===== src/rtl/disp_pkg.sv =====
// Shared definitions for the scoreboard display path: symbol codes, digit
// positions, the winner encoding and the latched score payload.
package disp_pkg;

  localparam logic [2:0] CODE_P     = 3'b100;
  localparam logic [2:0] CODE_MINUS = 3'b101;

  localparam logic [1:0] POS_R     = 2'd0;
  localparam logic [1:0] POS_MINUS = 2'd1;
  localparam logic [1:0] POS_L     = 2'd2;
  localparam logic [1:0] POS_P     = 2'd3;

  typedef enum logic [1:0] {
    WIN_NONE = 2'b00,
    WIN_L    = 2'b01,
    WIN_R    = 2'b10
  } win_e;

  typedef struct packed {
    logic [1:0] sc_l;
    logic [1:0] sc_r;
    win_e       win;
  } score_t;

  // Raw 2'b11 from the game logic carries no winner.
  function automatic win_e decode_win(input logic [1:0] w);
    case (w)
      2'b01:   return WIN_L;
      2'b10:   return WIN_R;
      default: return WIN_NONE;
    endcase
  endfunction

  function automatic logic [2:0] sym_code(input logic [1:0] pos, input score_t s);
    case (pos)
      POS_P:     return CODE_P;
      POS_L:     return {1'b0, s.sc_l};
      POS_MINUS: return CODE_MINUS;
      default:   return {1'b0, s.sc_r};
    endcase
  endfunction

endpackage


===== src/rtl/tick_gen.sv =====
// Free-running prescaler: one-cycle tick every DIV clocks.
module tick_gen #(
  parameter int unsigned DIV = 100_000
) (
  input  logic clk,
  input  logic rst,
  output logic tick
);

  localparam int unsigned CW = (DIV > 1) ? $clog2(DIV) : 1;

  logic [CW-1:0] cnt;

  assign tick = (cnt == CW'(DIV - 1));

  always_ff @(posedge clk or posedge rst) begin
    if (rst)       cnt <= '0;
    else if (tick) cnt <= '0;
    else           cnt <= cnt + CW'(1);
  end

endmodule


===== src/rtl/score_disp_mux.sv =====
// Four-digit scoreboard scanner: latches scores/winner, walks the digits one
// slot per tick, and blinks the winning player's digit.
module score_disp_mux
  import disp_pkg::*;
#(
  parameter int unsigned REFRESH_DIV = 100_000,
  parameter int unsigned BLINK_TICKS = 250
) (
  input  logic       clk,
  input  logic       rst,
  input  logic [1:0] score_l,
  input  logic [1:0] score_r,
  input  logic [1:0] winner,
  input  logic       score_valid,
  output logic [2:0] point,
  output logic [3:0] an
);

  localparam int unsigned BW = (BLINK_TICKS > 1) ? $clog2(BLINK_TICKS) : 1;

  logic          tick;
  logic [1:0]    idx;
  logic [BW-1:0] blink_cnt;
  logic          blink_on;
  score_t        lat;

  logic [1:0]    idx_nxt;
  logic          blank_c;
  logic [2:0]    point_nxt;
  logic [3:0]    an_nxt;

  tick_gen #(.DIV(REFRESH_DIV)) u_tick_gen (
    .clk  (clk),
    .rst  (rst),
    .tick (tick)
  );

  // Next slot's symbol and anode pattern, taken from the pre-edge latch.
  always_comb begin
    idx_nxt   = idx + 2'd1;
    point_nxt = sym_code(idx_nxt, lat);
    blank_c   = !blink_on &&
                (((lat.win == WIN_L) && (idx_nxt == POS_L)) ||
                 ((lat.win == WIN_R) && (idx_nxt == POS_R)));
    an_nxt    = blank_c ? 4'b1111 : ~(4'b0001 << idx_nxt);
  end

  always_ff @(posedge clk or posedge rst) begin
    if (rst) begin
      idx   <= 2'd0;
      point <= 3'b000;
      an    <= 4'b1110;
    end else if (tick) begin
      idx   <= idx_nxt;
      point <= point_nxt;
      an    <= an_nxt;
    end
  end

  // Blink phase runs on slot ticks regardless of the winner.
  always_ff @(posedge clk or posedge rst) begin
    if (rst) begin
      blink_cnt <= '0;
      blink_on  <= 1'b1;
    end else if (tick) begin
      if (blink_cnt == BW'(BLINK_TICKS - 1)) begin
        blink_cnt <= '0;
        blink_on  <= ~blink_on;
      end else begin
        blink_cnt <= blink_cnt + BW'(1);
      end
    end
  end

  always_ff @(posedge clk or posedge rst) begin
    if (rst) begin
      lat <= '{sc_l: 2'd0, sc_r: 2'd0, win: WIN_NONE};
    end else if (score_valid) begin
      lat <= '{sc_l: score_l, sc_r: score_r, win: decode_win(winner)};
    end
  end

endmodule


===== config.mk =====
export PLATFORM = sky130hd
export DESIGN_NAME = score_disp_mux
export DESIGN_NICKNAME = d
export VERILOG_FILES = /design/src/rtl/disp_pkg.sv /design/src/rtl/tick_gen.sv /design/src/rtl/score_disp_mux.sv
export SDC_FILE = /design/constraint.sdc
export NUM_CORES = 1
export LEC_CHECK = 0
export ABC_CLOCK_PERIOD_IN_PS = 2000
export CORE_MARGIN = 2
export CORE_UTILIZATION = 51
export DETAILED_ROUTE_END_ITERATION = 16
export GPL_ROUTABILITY_DRIVEN = 1
export GPL_TIMING_DRIVEN = 0
export HOLD_SLACK_MARGIN = 0.05
export PLACE_DENSITY = 0.74
export SLEW_MARGIN = 10
export SYNTH_ARGS = -nofsm -noshare
export SYNTH_HDL_FRONTEND = slang
export SYNTH_SLANG_ARGS = --single-unit
export TNS_END_PERCENT = 10

===== constraint.sdc =====
create_clock -name clk -period 2 [get_ports clk]
set_input_delay 0.3 -clock clk [delete_from_list [all_inputs] [get_ports clk]]
set_output_delay 0.3 -clock clk [all_outputs]
set_load 0.02 [all_outputs]

==> impl_metrics.json, run 1 <==
{
  "status": "complete, but fails checks",
  "violations": "negative setup slack",
  "final_common_cell": "dfrtp_1",
  "drt-pass1-iter-count": 5,
  "hpwl_um": 2661,
  "fin_skew_ps": 9.710,
  "gp_congestion": 0.7823,
  "criticalPathCategory": "flip-flop to flip-flop",
  "antenna_found_initial": 0,
  "initial_utilization_pct": 54.07,
  "worst_slew_pin_slew_ps": 823.6,
  "cp.arrival_ps": 2310,
  "cts_sinks": 41,
  "synth.distinct_cells": 42,
  "postRouteAntennaNets": 0,
  "max_freq_ghz": 0.4776,
  "synth_seq_cells": 41,
  "finalCriticalPeriod_ps": 2094,
  "final_cell_mix": "dfrtp_1 (35), nor2_1 (15), nand2_1 (14), clkdlybuf4s50_1 (14), nand3_1 (12)",
  "synth_ff_type": "dfrtp_1",
  "rsz0062_at_grt": "yes",
  "slew_headroom_pct": 45.01,
  "n_antenna_cell": 0,
  "die_area_um2": 4458,
  "yosysSeqAreaShare_pct": 51.31,
  "final_area_um2": 2459,
  "netlist_area_um2": 2009,
  "wl_per_cell_um": 15.38,
  "vdd_drop_max_uv": 645.9,
  "synth-edff-count": 0,
  "first_iter_violations": 49,
  "setup_violations": 9,
  "crit_fanout": 5,
  "cts_htree_levels": 2,
  "path_clk_slew_ps": 80,
  "die_y_um": 66.77,
  "grt_pass1_vias": 1535,
  "min_path_type": "input port to flip-flop",
  "vias_per_cell": 5.686,
  "coreArea_um2": 3716,
  "syn_nets": 209,
  "io_buffers": 14,
  "post_dp_cell_area_um2": 2213,
  "nets": 240,
  "total_power_mw": 1.578,
  "ioPinCount": 16,
  "ys_async_sr_fraction_pct": 100.0,
  "hold_viol_final": 0,
  "maxCapViolCount": 0,
  "pre_cts_slack_ps": -412.2,
  "required_ps": 2220,
  "areaGrowthSynthToFinish_pct": 22.35,
  "cts_buffers": 5,
  "clk_latency_ps": 290,
  "grt_max_degree": 42,
  "drive_above_1_share_pct": 19.73,
  "endpoint_kind": "flip-flop",
  "grt_util_all_layers_pct": 20.76,
  "cts_tree": "built",
  "report.final.slew_viol_count": 0,
  "finalWorstSetupSlack_ps": -94.01,
  "cts-root-buf": "clkbuf_8",
  "avgSynthCellArea_um2": 10.52,
  "clock_path_buffers": 2,
  "grt_pass1_wl_um": 6913,
  "gr-total-overflow": 0,
  "num_vias": 1541,
  "yosys_warnings": 0,
  "powerDensity_nw_per_um2": 641.9,
  "leakagePower_nw": 1.073,
  "drt-total-wl_um": 4169,
  "setup.worst_path.start_class": "flip-flop",
  "post-route-period-util_pct": 104.7,
  "fillers": 297,
  "syn_inst": 191,
  "dieWidth_um": 66.77,
  "fp-row-count": 22,
  "drc": 0
}
[where the power goes]
| part | internal [mW] | switching (mW) |
|---|---|---|
| logic | 0.0221 | 0.0238 |
| clock network | 0.406 | 0.281 |
| registers | 0.840 | 0.00551 |
| total | 1.27 | 0.310 |
[area by class of cell]
cell class | count | area (um^2) | area share, %
multi-input cells | 136 | 965.9 | 39.29
well taps | 48 | 60.06 | 2.443
clock buffers | 6 | 82.58 | 3.359
flip-flops and latches | 41 | 1033 | 42.04
repair buffers | 24 | 215.2 | 8.753
inverters | 10 | 37.54 | 1.527
plain buffers | 4 | 26.28 | 1.069
clock inverters | 2 | 37.54 | 1.527
[final timing paths]
path,from,to,slack [ps],depth (start not counted)
hold reg to reg,an[3]$_DFFE_PP1N_,an[3]$_DFFE_PP1N_,480,2
setup / recovery,u_tick_gen.cnt[12]$_DFF_PP0_,blink_on$_DFFE_PP1P_,-90,5
setup reg to reg,u_tick_gen.cnt[12]$_DFF_PP0_,blink_on$_DFFE_PP1P_,-90,5
min in group asynchronous,rst,blink_cnt[4]$_DFFE_PP0N_,500,2
hold / removal,score_valid,lat[1]$_DFFE_PP0P_,400,2
max in group asynchronous,rst,u_tick_gen.cnt[0]$_DFF_PP0_,930,2
[through the flow]
| step | setup TNS, ps | hold slack (ps) | utilization [%] | std cells |
|---|---|---|---|---|
| 4_1_cts | -423.1 | 399.4 | 64.14 | 265 |
| 5_1_grt | -1051 | 443.9 | 66.16 | 271 |
| 6_report | -508.3 | 401.1 | 66.16 | 271 |
| 3_3_place_gp | -6039 | 463.3 | 59.56 | 253 |
| 2_1_floorplan | -664.6 | 447.5 | - | 191 |
| 3_5_place_dp | -5540 | 481.4 | 59.56 | 253 |
[synthesized netlist by cell type, drive strengths merged (2+ instances only)]
cell	number	area, um^2
dfrtp	37	925.9
nor2	16	60.06
nand2	14	52.55
nand3	12	60.06
a21oi	11	55.05
inv	10	37.54
o21ai	10	50.04
ha	9	112.6
xnor2	9	78.83
nand4	7	43.79
xor2	6	52.55
o31ai	5	42.54
dfstp	4	105.1
mux2	4	45.04
and3	3	18.77
and4	3	26.28
buf	3	27.52
nand3b	3	22.52
a21o	2	16.27
a31oi	2	12.51
and2	2	12.51
clkbuf	2	7.510
nor3	2	10.01
nor4	2	18.77
or4	2	18.77
or4b	2	23.77
[cell families (layout without fill, tap and decap cells)]
| kind of cell | Yosys count | count (layout) | synth area share, % |
|---|---|---|---|
| AOI/OAI and AO/OA | 33 | 33 | 9.900 |
| xor gates and xnor gates | 15 | 15 | 6.538 |
| adders and majority gates | 9 | 9 | 5.604 |
| buffers and inverters | 15 | 46 | 3.611 |
| DFF | 41 | 41 | 51.31 |
| muxes | 5 | 5 | 2.740 |
| and+or+nand+nor | 73 | 74 | 20.30 |
[metal layers]
layer / GRT usage [%] / vias up / part of all wire (%)
met1: 24.20 / 775 / 45
li1: - / 740 / -
met3: 5.068 / 6 / 2.3
met4: 6.378 / 0 / 1.1
met2: 37.38 / 20 / 52
met5: 0 / - / 0
[flip-flops by register name, indices dropped and copies added (netlist names)]
name,count
blink_on,1
blink_cnt,8
lat,6
point,3
idx,2
u_tick_gen.cnt,17
an,4
[repair_timing]
| action | in CTS | in global routing |
|---|---|---|
| cloned | 0 | 1 |
| buffers inserted | 5 | 5 |
| hold buffers | 0 | 0 |
| pin swaps | 2 | 3 |
| endpoints found under the setup margin | 27 | 12 |
| hold endpoints to repair | 0 | 0 |
| resized for setup | 5 | 9 |
[critical path, cell delays in order (launching register included)]
cell	delay, ps
dfrtp_2	440
or4b_4	560
buf_4	150
or4_4	570
nor2_2	150
xor2_1	160
Power figures use the tool's default switching activity.
==> run 2, diff against run 1 <==
--- a/config.mk
+++ b/config.mk
@@ -7,12 +7,13 @@
 export LEC_CHECK = 0
 export ABC_CLOCK_PERIOD_IN_PS = 2000
 export CORE_MARGIN = 2
-export CORE_UTILIZATION = 51
+export CORE_UTILIZATION = 54
+export CTS_BUF_LIST = sky130_fd_sc_hd__clkbuf_2 sky130_fd_sc_hd__clkbuf_4 sky130_fd_sc_hd__clkbuf_8
 export DETAILED_ROUTE_END_ITERATION = 16
 export GPL_ROUTABILITY_DRIVEN = 1
 export GPL_TIMING_DRIVEN = 0
 export HOLD_SLACK_MARGIN = 0.05
-export PLACE_DENSITY = 0.74
+export PLACE_DENSITY = 0.78
 export SLEW_MARGIN = 10
 export SYNTH_ARGS = -nofsm -noshare
 export SYNTH_HDL_FRONTEND = slang
==> impl_metrics.json, run 2 (synthesized netlist as in run 1, its figures left out) <==
{
  "status": "complete, but fails checks",
  "violations": "negative setup slack",
  "grt_max_degree": 42,
  "maxCapViolCount": 0,
  "worst_slew_pin_slew_ps": 520.3,
  "die_area_um2": 4225,
  "criticalPathCategory": "flip-flop to flip-flop",
  "regMostFlops": "u_tick_gen.cnt",
  "cpLargestDelayFamily": "simple AND/OR/NAND/NOR gates",
  "place_inst": 254,
  "critPathMaxStageDelay_ps": 610,
  "cts_tree": "built",
  "drt-total-wl_um": 4126,
  "cts-root-buf": "clkbuf_8",
  "stdcell_count": 273,
  "grt_pass1_vias": 1522,
  "nets": 242,
  "fillers": 279,
  "rsz0062_at_grt": "yes",
  "leakagePower_nw": 1.061,
  "cts_sinks": 41,
  "max_freq_ghz": 0.4759,
  "clock_path_buffers": 2,
  "finalCriticalPeriod_ps": 2101,
  "vias_per_cell": 5.630,
  "first_iter_violations": 119,
  "crit_chain": "or4b_4 -> or4_4 -> or3_1 -> o21ai_1",
  "slowest_stage": "or4_4",
  "antenna_found_initial": 0,
  "total_power_mw": 1.453,
  "endpoint_kind": "flip-flop",
  "crit_buf_inv": 0,
  "report.final.slew_viol_count": 0,
  "die_y_um": 65,
  "gp_congestion": 0.8431,
  "final_common_cell": "dfrtp_1",
  "cts_buffers": 5,
  "powerDensity_nw_per_um2": 596.0,
  "fp-row-count": 22,
  "reg_top3": "u_tick_gen.cnt x17, blink_cnt x8, lat x6",
  "wl_per_cell_um": 15.11,
  "hold_slack_ps": 337.6,
  "final_cell_mix": "dfrtp_1 (35), nor2_1 (16), nand2_1 (14), clkdlybuf4s50_1 (14), nand3_1 (12)",
  "grt_util_all_layers_pct": 21.04,
  "setup.worst_path.start_class": "flip-flop",
  "slew_headroom_pct": 65.03,
  "clk_latency_ps": 290,
  "grt_pass1_wl_um": 6755,
  "drive_above_1_share_pct": 19.11,
  "post-route-period-util_pct": 105.1,
  "required_ps": 2220,
  "num_vias": 1537,
  "initial_utilization_pct": 55.73,
  "cp.arrival_ps": 2320,
  "path_clk_slew_ps": 70,
  "dieWidth_um": 65,
  "hold_viol_final": 0,
  "coreArea_um2": 3606,
  "vdd_drop_max_uv": 496.6,
  "ioPinCount": 16,
  "fin_skew_ps": 4.092,
  "drc": 0,
  "fin_util_pct": 67.63,
  "largest_register_ffs": 17,
  "hpwl_um": 2710,
  "areaGrowthSynthToFinish_pct": 21.36,
  "min_path_type": "input port to asynchronous set/reset pin",
  "crit_fanout": 5,
  "postRouteAntennaNets": 0,
  "gr-total-overflow": 0,
  "multi_input_area_um2": 943.4,
  "drt-pass1-iter-count": 5,
  "area.sequential_um2": 1033,
  "n_antenna_cell": 0,
  "hold_buffers": 0,
  "setup_violations": 9,
  "finalWorstSetupSlack_ps": -101.3,
  "cts_htree_levels": 2,
  "io_buffers": 14
}
-- run 2: changes by cell type in the layout (fill, tap and decap cells not counted), sizes merged --
cell / before / now
clkinvlp: 1 / 0
buf: 11 / 14
clkbuf: 9 / 10
bufinv: 1 / 0
-- run 2: timing repair --
action	4_1_cts	5_1_grt
pin swaps	3	5
resized for setup	3	9
cloned	0	1
setup endpoints to repair	27	12
setup buffers	1	10
-- run 2: path summary, 6_finish.rpt --
check	startpoint	depth (start not counted)	slack (ps)	end
min	rst	3	340	blink_cnt[7]$_DFFE_PP0N_
min in group clk	score_valid	2	410	lat[1]$_DFFE_PP0P_
max	u_tick_gen.cnt[12]$_DFF_PP0_	4	-100	blink_cnt[6]$_DFFE_PP0N_
max in group asynchronous	rst	3	1400	an[1]$_DFFE_PP1N_
max reg2reg	u_tick_gen.cnt[12]$_DFF_PP0_	4	-100	blink_cnt[6]$_DFFE_PP0N_
min reg2reg	an[3]$_DFFE_PP1N_	2	480	an[3]$_DFFE_PP1N_
-- run 2: area by class of cell --
class | count | area share (%)
Clock buffer | 8 | 3.746
Tap cell | 48 | 2.463
Sequential cell | 41 | 42.38
Inverter | 10 | 1.539
Buffer | 4 | 1.077
Timing Repair Buffer | 26 | 10.11
Multi-Input combinational cell | 136 | 38.69
-- run 2: power breakdown --
part           leakage [nW]  switching (mW)  internal (mW)
Sequential            0.529         0.00547          0.840
Combinational         0.482          0.0244         0.0262
Clock                0.0498           0.269          0.289
-- run 2: per-layer routing --
metal  track usage (%)  wire (um)  up-vias
met2             36.21       2139       31
met5                 0          0        -
met4             10.37         79        0
li1                  -          -      744
met1             24.54       1788      755
met3             4.861        119        7
-- run 2: worst reg2reg max path, cell delays in order (launching register included) --
cell and delay, ps:
dfrtp_2 430, or4b_4 580, or4_4 610, or3_1 320, o21ai_1 90
-- run 2: stage by stage --
step                      setup slack, ps  cell area [um^2]  setup TNS (ps)
after floorplan                    -67.22              2013          -664.6
after global placement             -433.1              2213           -6820
after detailed placement           -532.6              2233           -7225
after CTS                          -160.7              2347           -1270
after global routing               -135.5              2439           -1124
final                              -101.3              2439          -507.7
